$ cat config.mk
export PLATFORM = sky130hd
export DESIGN_NAME = branch_predictor
export DESIGN_NICKNAME = d
export VERILOG_FILES = /design/src/rtl/riscv_pkg.sv /design/src/rtl/branch_decode.sv /design/src/rtl/branch_predictor.sv
export SDC_FILE = /design/constraint.sdc
export NUM_CORES = 1
export LEC_CHECK = 0
export ABC_CLOCK_PERIOD_IN_PS = 9000
export BUFFER_PORTS_ARGS = -buffer_cell sky130_fd_sc_hd__buf_4
export CORE_UTILIZATION = 59
export DETAILED_ROUTE_END_ITERATION = 16
export PLACE_DENSITY = 0.84
export SKIP_LAST_GASP = 1
export SLEW_MARGIN = 10
export SYNTH_ARGS = -nofsm -noshare
export SYNTH_HDL_FRONTEND = slang
export SYNTH_HIERARCHICAL = 1
export SYNTH_SLANG_ARGS = --single-unit
$ cat constraint.sdc
create_clock -name clk -period 9 [get_ports clk]
set_clock_uncertainty 0.15 [all_clocks]
set_input_delay 0.45 -clock clk [delete_from_list [all_inputs] [get_ports clk]]
set_output_delay 0.45 -clock clk [all_outputs]
set_load 0.02 [all_outputs]
$ cat src/rtl/riscv_pkg.sv
// Shared RV32 decode constants and branch predictor types.
package riscv_pkg;

    // Major opcodes recognised by the fetch-stage predictor
    localparam logic [6:0] OP_BRANCH = 7'b1100011;
    localparam logic [6:0] OP_JAL    = 7'b1101111;
    localparam logic [6:0] OP_JALR   = 7'b1100111;
    localparam logic [6:0] OP_SYSTEM = 7'b1110011;

    // Encoding of the pred_kind output
    typedef enum logic [1:0] {
        KIND_NONE = 2'b00,
        KIND_BR   = 2'b01,
        KIND_JAL  = 2'b10,
        KIND_JALR = 2'b11
    } pred_kind_e;

    // Two-bit saturating counter states; bit 1 is the taken prediction
    typedef enum logic [1:0] {
        CTR_SNT = 2'b00,
        CTR_WNT = 2'b01,
        CTR_WT  = 2'b10,
        CTR_ST  = 2'b11
    } ctr_e;

    // Predictor control state
    typedef enum logic {
        ST_RUN  = 1'b0,
        ST_HALT = 1'b1
    } bp_state_e;

    // Saturating step of a 2-bit counter towards the resolved outcome
    function automatic logic [1:0] ctr_next(input logic [1:0] ctr, input logic taken);
        logic [1:0] res;
        case (ctr)
            CTR_SNT: res = taken ? CTR_WNT : CTR_SNT;
            CTR_WNT: res = taken ? CTR_WT  : CTR_SNT;
            CTR_WT:  res = taken ? CTR_ST  : CTR_WNT;
            CTR_ST:  res = taken ? CTR_ST  : CTR_WT;
            default: res = CTR_WNT;
        endcase
        return res;
    endfunction

endpackage

$ cat src/rtl/branch_decode.sv
// Combinational RV32 control-flow decode: kind, ECALL flag and static target.
module branch_decode
    import riscv_pkg::*;
#(
    parameter int XLEN = 32
) (
    input  logic [31:0]     instr,
    input  logic [XLEN-1:0] pc,
    output pred_kind_e      kind,
    output logic            is_ecall,
    output logic [XLEN-1:0] target
);

    logic [XLEN-1:0] b_imm_s;
    logic [XLEN-1:0] j_imm_s;
    logic [XLEN-1:0] four_s;

    assign b_imm_s = {{(XLEN-13){instr[31]}}, instr[31], instr[7], instr[30:25], instr[11:8], 1'b0};
    assign j_imm_s = {{(XLEN-21){instr[31]}}, instr[31], instr[19:12], instr[20], instr[30:21], 1'b0};
    assign four_s  = {{(XLEN-3){1'b0}}, 3'b100};

    // Classify the opcode and pick the fall-through or PC-relative target
    always_comb begin
        kind     = KIND_NONE;
        is_ecall = 1'b0;
        target   = pc + four_s;
        case (instr[6:0])
            OP_BRANCH: begin
                kind   = KIND_BR;
                target = pc + b_imm_s;
            end
            OP_JAL: begin
                kind   = KIND_JAL;
                target = pc + j_imm_s;
            end
            OP_JALR: begin
                kind = KIND_JALR;
            end
            OP_SYSTEM: begin
                is_ecall = 1'b1;
            end
            default: begin
                kind = KIND_NONE;
            end
        endcase
    end

endmodule

$ cat src/rtl/branch_predictor.sv
// Fetch-stage branch predictor: bimodal 2-bit counter table, RUN/HALT control
// around ECALL, and a saturating mispredict counter.
module branch_predictor
    import riscv_pkg::*;
#(
    parameter int         XLEN        = 32,
    parameter int         BHT_ENTRIES = 16,
    parameter logic [1:0] CTR_INIT    = 2'b01,
    parameter int         MISS_W      = 16
) (
    input  logic              clk,
    input  logic              rst_n,
    input  logic              if_valid,
    output logic              if_ready,
    input  logic [XLEN-1:0]   if_pc,
    input  logic [31:0]       if_instr,
    input  logic              flush,
    input  logic              ecall_done,
    output logic              pred_valid,
    output logic [1:0]        pred_kind,
    output logic              pred_taken,
    output logic [XLEN-1:0]   pred_target,
    output logic              pred_ecall,
    input  logic              ex_valid,
    input  logic [XLEN-1:0]   ex_pc,
    input  logic              ex_taken,
    output logic [MISS_W-1:0] miss_count
);

    localparam int IDX_W = $clog2(BHT_ENTRIES);

    bp_state_e         state_r;
    bp_state_e         state_next_s;
    logic [1:0]        bht_r [BHT_ENTRIES];
    logic [IDX_W-1:0]  if_idx_s;
    logic [IDX_W-1:0]  ex_idx_s;
    logic [1:0]        lookup_ctr_s;
    logic [1:0]        ex_ctr_s;
    pred_kind_e        kind_s;
    logic              is_ecall_s;
    logic [XLEN-1:0]   target_s;
    logic              taken_s;
    logic              fire_s;
    logic              mispredict_s;
    logic              pred_valid_r;
    logic [1:0]        pred_kind_r;
    logic              pred_taken_r;
    logic [XLEN-1:0]   pred_target_r;
    logic              pred_ecall_r;
    logic [MISS_W-1:0] miss_count_r;
    logic              pc_unused_s;

    // Only the word-index bits of the PCs address the table
    assign if_idx_s    = if_pc[IDX_W+1:2];
    assign ex_idx_s    = ex_pc[IDX_W+1:2];
    assign pc_unused_s = ^{ex_pc[XLEN-1:IDX_W+2], ex_pc[1:0]};

    assign lookup_ctr_s = bht_r[if_idx_s];
    assign ex_ctr_s     = bht_r[ex_idx_s];
    assign fire_s       = if_valid & (state_r == ST_RUN);
    assign mispredict_s = ex_valid & (ex_taken != ex_ctr_s[1]);

    branch_decode #(
        .XLEN (XLEN)
    ) u_decode (
        .instr    (if_instr),
        .pc       (if_pc),
        .kind     (kind_s),
        .is_ecall (is_ecall_s),
        .target   (target_s)
    );

    // Direction: conditional branches follow the counter (pre-update value), JAL always redirects
    always_comb begin
        taken_s = 1'b0;
        case (kind_s)
            KIND_BR:  taken_s = lookup_ctr_s[1];
            KIND_JAL: taken_s = 1'b1;
            default:  taken_s = 1'b0;
        endcase
    end

    // Next-state logic: an accepted, unflushed ECALL halts fetch until serviced
    always_comb begin
        state_next_s = state_r;
        case (state_r)
            ST_RUN: begin
                if (fire_s && is_ecall_s && !flush) begin
                    state_next_s = ST_HALT;
                end else begin
                    state_next_s = ST_RUN;
                end
            end
            ST_HALT: begin
                if (ecall_done) begin
                    state_next_s = ST_RUN;
                end else begin
                    state_next_s = ST_HALT;
                end
            end
            default: state_next_s = ST_RUN;
        endcase
    end

    // FSM state register
    always_ff @(posedge clk) begin
        if (!rst_n) begin
            state_r <= ST_RUN;
        end else begin
            state_r <= state_next_s;
        end
    end

    // Counter table training from resolved branches
    always_ff @(posedge clk) begin
        if (!rst_n) begin
            for (int i = 0; i < BHT_ENTRIES; i++) begin
                bht_r[i] <= CTR_INIT;
            end
        end else if (ex_valid) begin
            bht_r[ex_idx_s] <= ctr_next(ex_ctr_s, ex_taken);
        end
    end

    // Saturating mispredict statistics
    always_ff @(posedge clk) begin
        if (!rst_n) begin
            miss_count_r <= {MISS_W{1'b0}};
        end else if (mispredict_s && (miss_count_r != {MISS_W{1'b1}})) begin
            miss_count_r <= miss_count_r + {{(MISS_W-1){1'b0}}, 1'b1};
        end
    end

    // Prediction register: flush kills, accepted fetch loads, otherwise valid/ecall drop and payload holds
    always_ff @(posedge clk) begin
        if (!rst_n) begin
            pred_valid_r  <= 1'b0;
            pred_kind_r   <= KIND_NONE;
            pred_taken_r  <= 1'b0;
            pred_target_r <= {XLEN{1'b0}};
            pred_ecall_r  <= 1'b0;
        end else if (flush) begin
            pred_valid_r <= 1'b0;
            pred_ecall_r <= 1'b0;
        end else if (fire_s) begin
            pred_valid_r  <= 1'b1;
            pred_kind_r   <= kind_s;
            pred_taken_r  <= taken_s;
            pred_target_r <= target_s;
            pred_ecall_r  <= is_ecall_s;
        end else begin
            pred_valid_r <= 1'b0;
            pred_ecall_r <= 1'b0;
        end
    end

    assign if_ready    = (state_r == ST_RUN);
    assign pred_valid  = pred_valid_r;
    assign pred_kind   = pred_kind_r;
    assign pred_taken  = pred_taken_r;
    assign pred_target = pred_target_r;
    assign pred_ecall  = pred_ecall_r;
    assign miss_count  = miss_count_r;

endmodule
==> impl_metrics.env <==
export IMPL_outcome="finished clean"
export IMPL_cp_required_ps=9180
export IMPL_dp_hpwl_um=13000
export IMPL_cts_htree_levels=3
export IMPL_worstPathArrival_ps=4770
export IMPL_dieArea_um2=11500
export IMPL_cts_root_buf="clkbuf_8"
export IMPL_initial_utilization_pct=60.4
export IMPL_p_per_area_nw_per_um2=129
export IMPL_grt_ovfl_total=0
export IMPL_p_leak_nw=3.16
export IMPL_place_ws_ps=4060
export IMPL_worstMarginPinSlew_ps=1270
export IMPL_path_max_fanout=14
export IMPL_cts_setup_buffers=0
export IMPL_cts_sinks=86
export IMPL_wire_per_inst_um=16.9
export IMPL_post_route_period_util_pct=51.0
export IMPL_area_delta_synth_final_pct=18.2
export IMPL_grt_pass1_wl_um=28500
export IMPL_synth_cell_types=68
export IMPL_n_antenna_cell=0
export IMPL_endpoint_kind="flip-flop"
export IMPL_die_y_um=107
export IMPL_yosysMostFrequentCell="nand2_1"
export IMPL_fin_nets=1039
export IMPL_ir_worst_vdd_v=0.000157
export IMPL_yosys_register_bits=86
export IMPL_synth_top_cells_by_count="173 x nand2_1, 71 x a21oi_1, 54 x dfxtp_1, 47 x nor2_1, 45 x nand3_1"
export IMPL_drc=0
export IMPL_synth_async_sr_flop_share_pct=0
export IMPL_finalSetupTns_ps=0
export IMPL_first_global_vias=6093
export IMPL_synth_area_top_cells="dfxtp_1 17%, edfxtp_1 15%, nand2_1 9.9%, ha_1 7.1%, a21oi_1 5.4%"
export IMPL_dp_cells=1027
export IMPL_cts_made_buffers=9
export IMPL_vias=6363
export IMPL_fp_coreArea_um2=10800
export IMPL_synthFlopType="dfxtp_1"
export IMPL_viasPerCell=6.10
export IMPL_fin_crit_ps=4590
export IMPL_drt_iter0_drc=462
export IMPL_drive_gt1_share_pct=20.0
export IMPL_crit_type="in -> reg"
export IMPL_synthesis_area_um2=6550
export IMPL_cts_tree="done"
export IMPL_cts_resized=0
export IMPL_avgSynthCellArea_um2=8.19
export IMPL_relSlewSlack_pct=14.8
export IMPL_startpoint_type="input pin"
export IMPL_drv_cap=0
export IMPL_synth_edf_count=32
export IMPL_yosys_warnings=6
export IMPL_gp_congestion=0.938
export IMPL_clk_pin_slew_ps=100
export IMPL_timing_fmax_mhz=218
export IMPL_wl_um=17600
export IMPL_io_buffers=128
export IMPL_whs_ps=93.6
export IMPL_synth_top_area_cell="dfxtp_1"
export IMPL_finalNonFillerCells=1043
export IMPL_synth_cells=799
export IMPL_synth_nets=940
export IMPL_postCtsHoldBufs=0
export IMPL_setup_slack_ps=4410
export IMPL_slew_violations=0
export IMPL_grt_util_all_layers_pct=31.6
export IMPL_antenna_found_initial=0
export IMPL_cts_buffer_depth=2
export IMPL_setup_viol=0
export IMPL_rsz0062_at_grt="false"
export IMPL_io_pins=157
export IMPL_hold_path_class="in -> reg"
export IMPL_first_pass_iters=6
export IMPL_grt_max_degree=42
export IMPL_ys_seq_area_share_pct=31.2
export IMPL_hold_viol=0
export IMPL_rows=38
export IMPL_synth_top_area_share_pct=16.5
export IMPL_postRouteAntennaNets=0
export IMPL_die_w_um=107
export IMPL_clock_latency_ps=390
routing by layer:
metal | GRT usage [%] | share of wire [%] | vias to the layer above
met5 | 0 | 0 | -
met4 | 16.0 | 3.1 | 0
met3 | 5.27 | 7.3 | 45
met2 | 54.2 | 50 | 273
met1 | 38.3 | 40 | 2989
li1 | - | - | 3056
logic make-up after synthesis:
| family | Yosys count | share of synthesized area [%] |
|---|---|---|
| fa+ha+maj | 38 | 7.38 |
| flops | 86 | 31.2 |
| xor+xnor | 51 | 7.11 |
| mux | 27 | 7.32 |
| compound gates | 172 | 17.0 |
| buf+inv | 61 | 4.11 |
| simple gates | 364 | 25.9 |
placed cells by master, fill, tap and decap left out, drive strengths merged, types with 12 or more instances in the layout:
| cell type | synthesis | final |
|---|---|---|
| nand2 | 173 | 173 |
| buf | 12 | 133 |
| a21oi | 73 | 73 |
| dfxtp | 54 | 54 |
| nor2 | 49 | 49 |
| nand3 | 45 | 45 |
| ha | 37 | 37 |
| o21ai | 35 | 35 |
| xnor2 | 33 | 33 |
| edfxtp | 32 | 32 |
| a21o | 21 | 21 |
| xor2 | 18 | 18 |
| inv | 15 | 17 |
| nand2b | 15 | 15 |
| and3 | 15 | 15 |
| mux4 | 15 | 15 |
| nand4 | 14 | 14 |
| clkbuf | 33 | 12 |
power by group:
group	switching, mW	internal, mW	total [mW]
logic	0.153	0.112	0.265
registers	0.00675	0.414	0.421
clock network	0.155	0.154	0.309
state kept, by name (all words and copies together), names as in the netlist:
signal / count
bht_r: 32
pred_target: 32
miss_count: 16
pred_kind: 2
pred_ecall: 1
pred_taken: 1
pred_valid: 1
state_r: 1
stage by stage:
step                util, %  power (mW)  cell area (um^2)
floorplan                 -       0.609              6550
global placement       69.4       0.680              7520
detailed placement     69.4       0.690              7520
CTS                    71.4       0.992              7730
global route           71.4        1.03              7730
finish                 71.4       0.995              7730
critical path, cell delays in order:
cell and delay, ps:
buf_4 80, nand4_1 140, nor2_1 200, and3_1 640, nand2b_1 390, nand2_1 100
ha_1 390, a21o_1 210, a21o_1 180, a2111oi_0 700, o21ai_1 240, o211ai_1 210
a21oi_1 120, mux2i_1 140, a2111oi_0 370, nand2_1 90, a21oi_1 120
cell type report:
| cell class | instances | area [um^2] |
|---|---|---|
| clock buffers | 12 | 166 |
| inverters | 16 | 60.1 |
| well taps | 140 | 175 |
| flip-flops and latches | 86 | 2040 |
| multi-input cells | 652 | 4240 |
| fillers | 848 | 3110 |
| repair buffers | 133 | 998 |
| clock inverters | 4 | 50.0 |
path summary, 6_finish.rpt:
| path | from | end | slack (ps) | cells past startpoint |
|---|---|---|---|---|
| worst min-delay path | ecall_done | state_r$_SDFF_PN0_ | 90 | 2 |
| worst max-delay path | if_instr[5] | pred_target[30]$_SDFFE_PN0P_ | 4410 | 17 |
| worst max register to register | bht_r[9][1]$_SDFFCE_PN0P_ | bht_r[15][0]$_SDFFCE_PN1P_ | 5750 | 4 |
| worst min register to register | pred_target[19]$_SDFFE_PN0P_ | pred_target[19]$_SDFFE_PN0P_ | 310 | 2 |
Note: power is estimated with default switching activity, not from simulation.
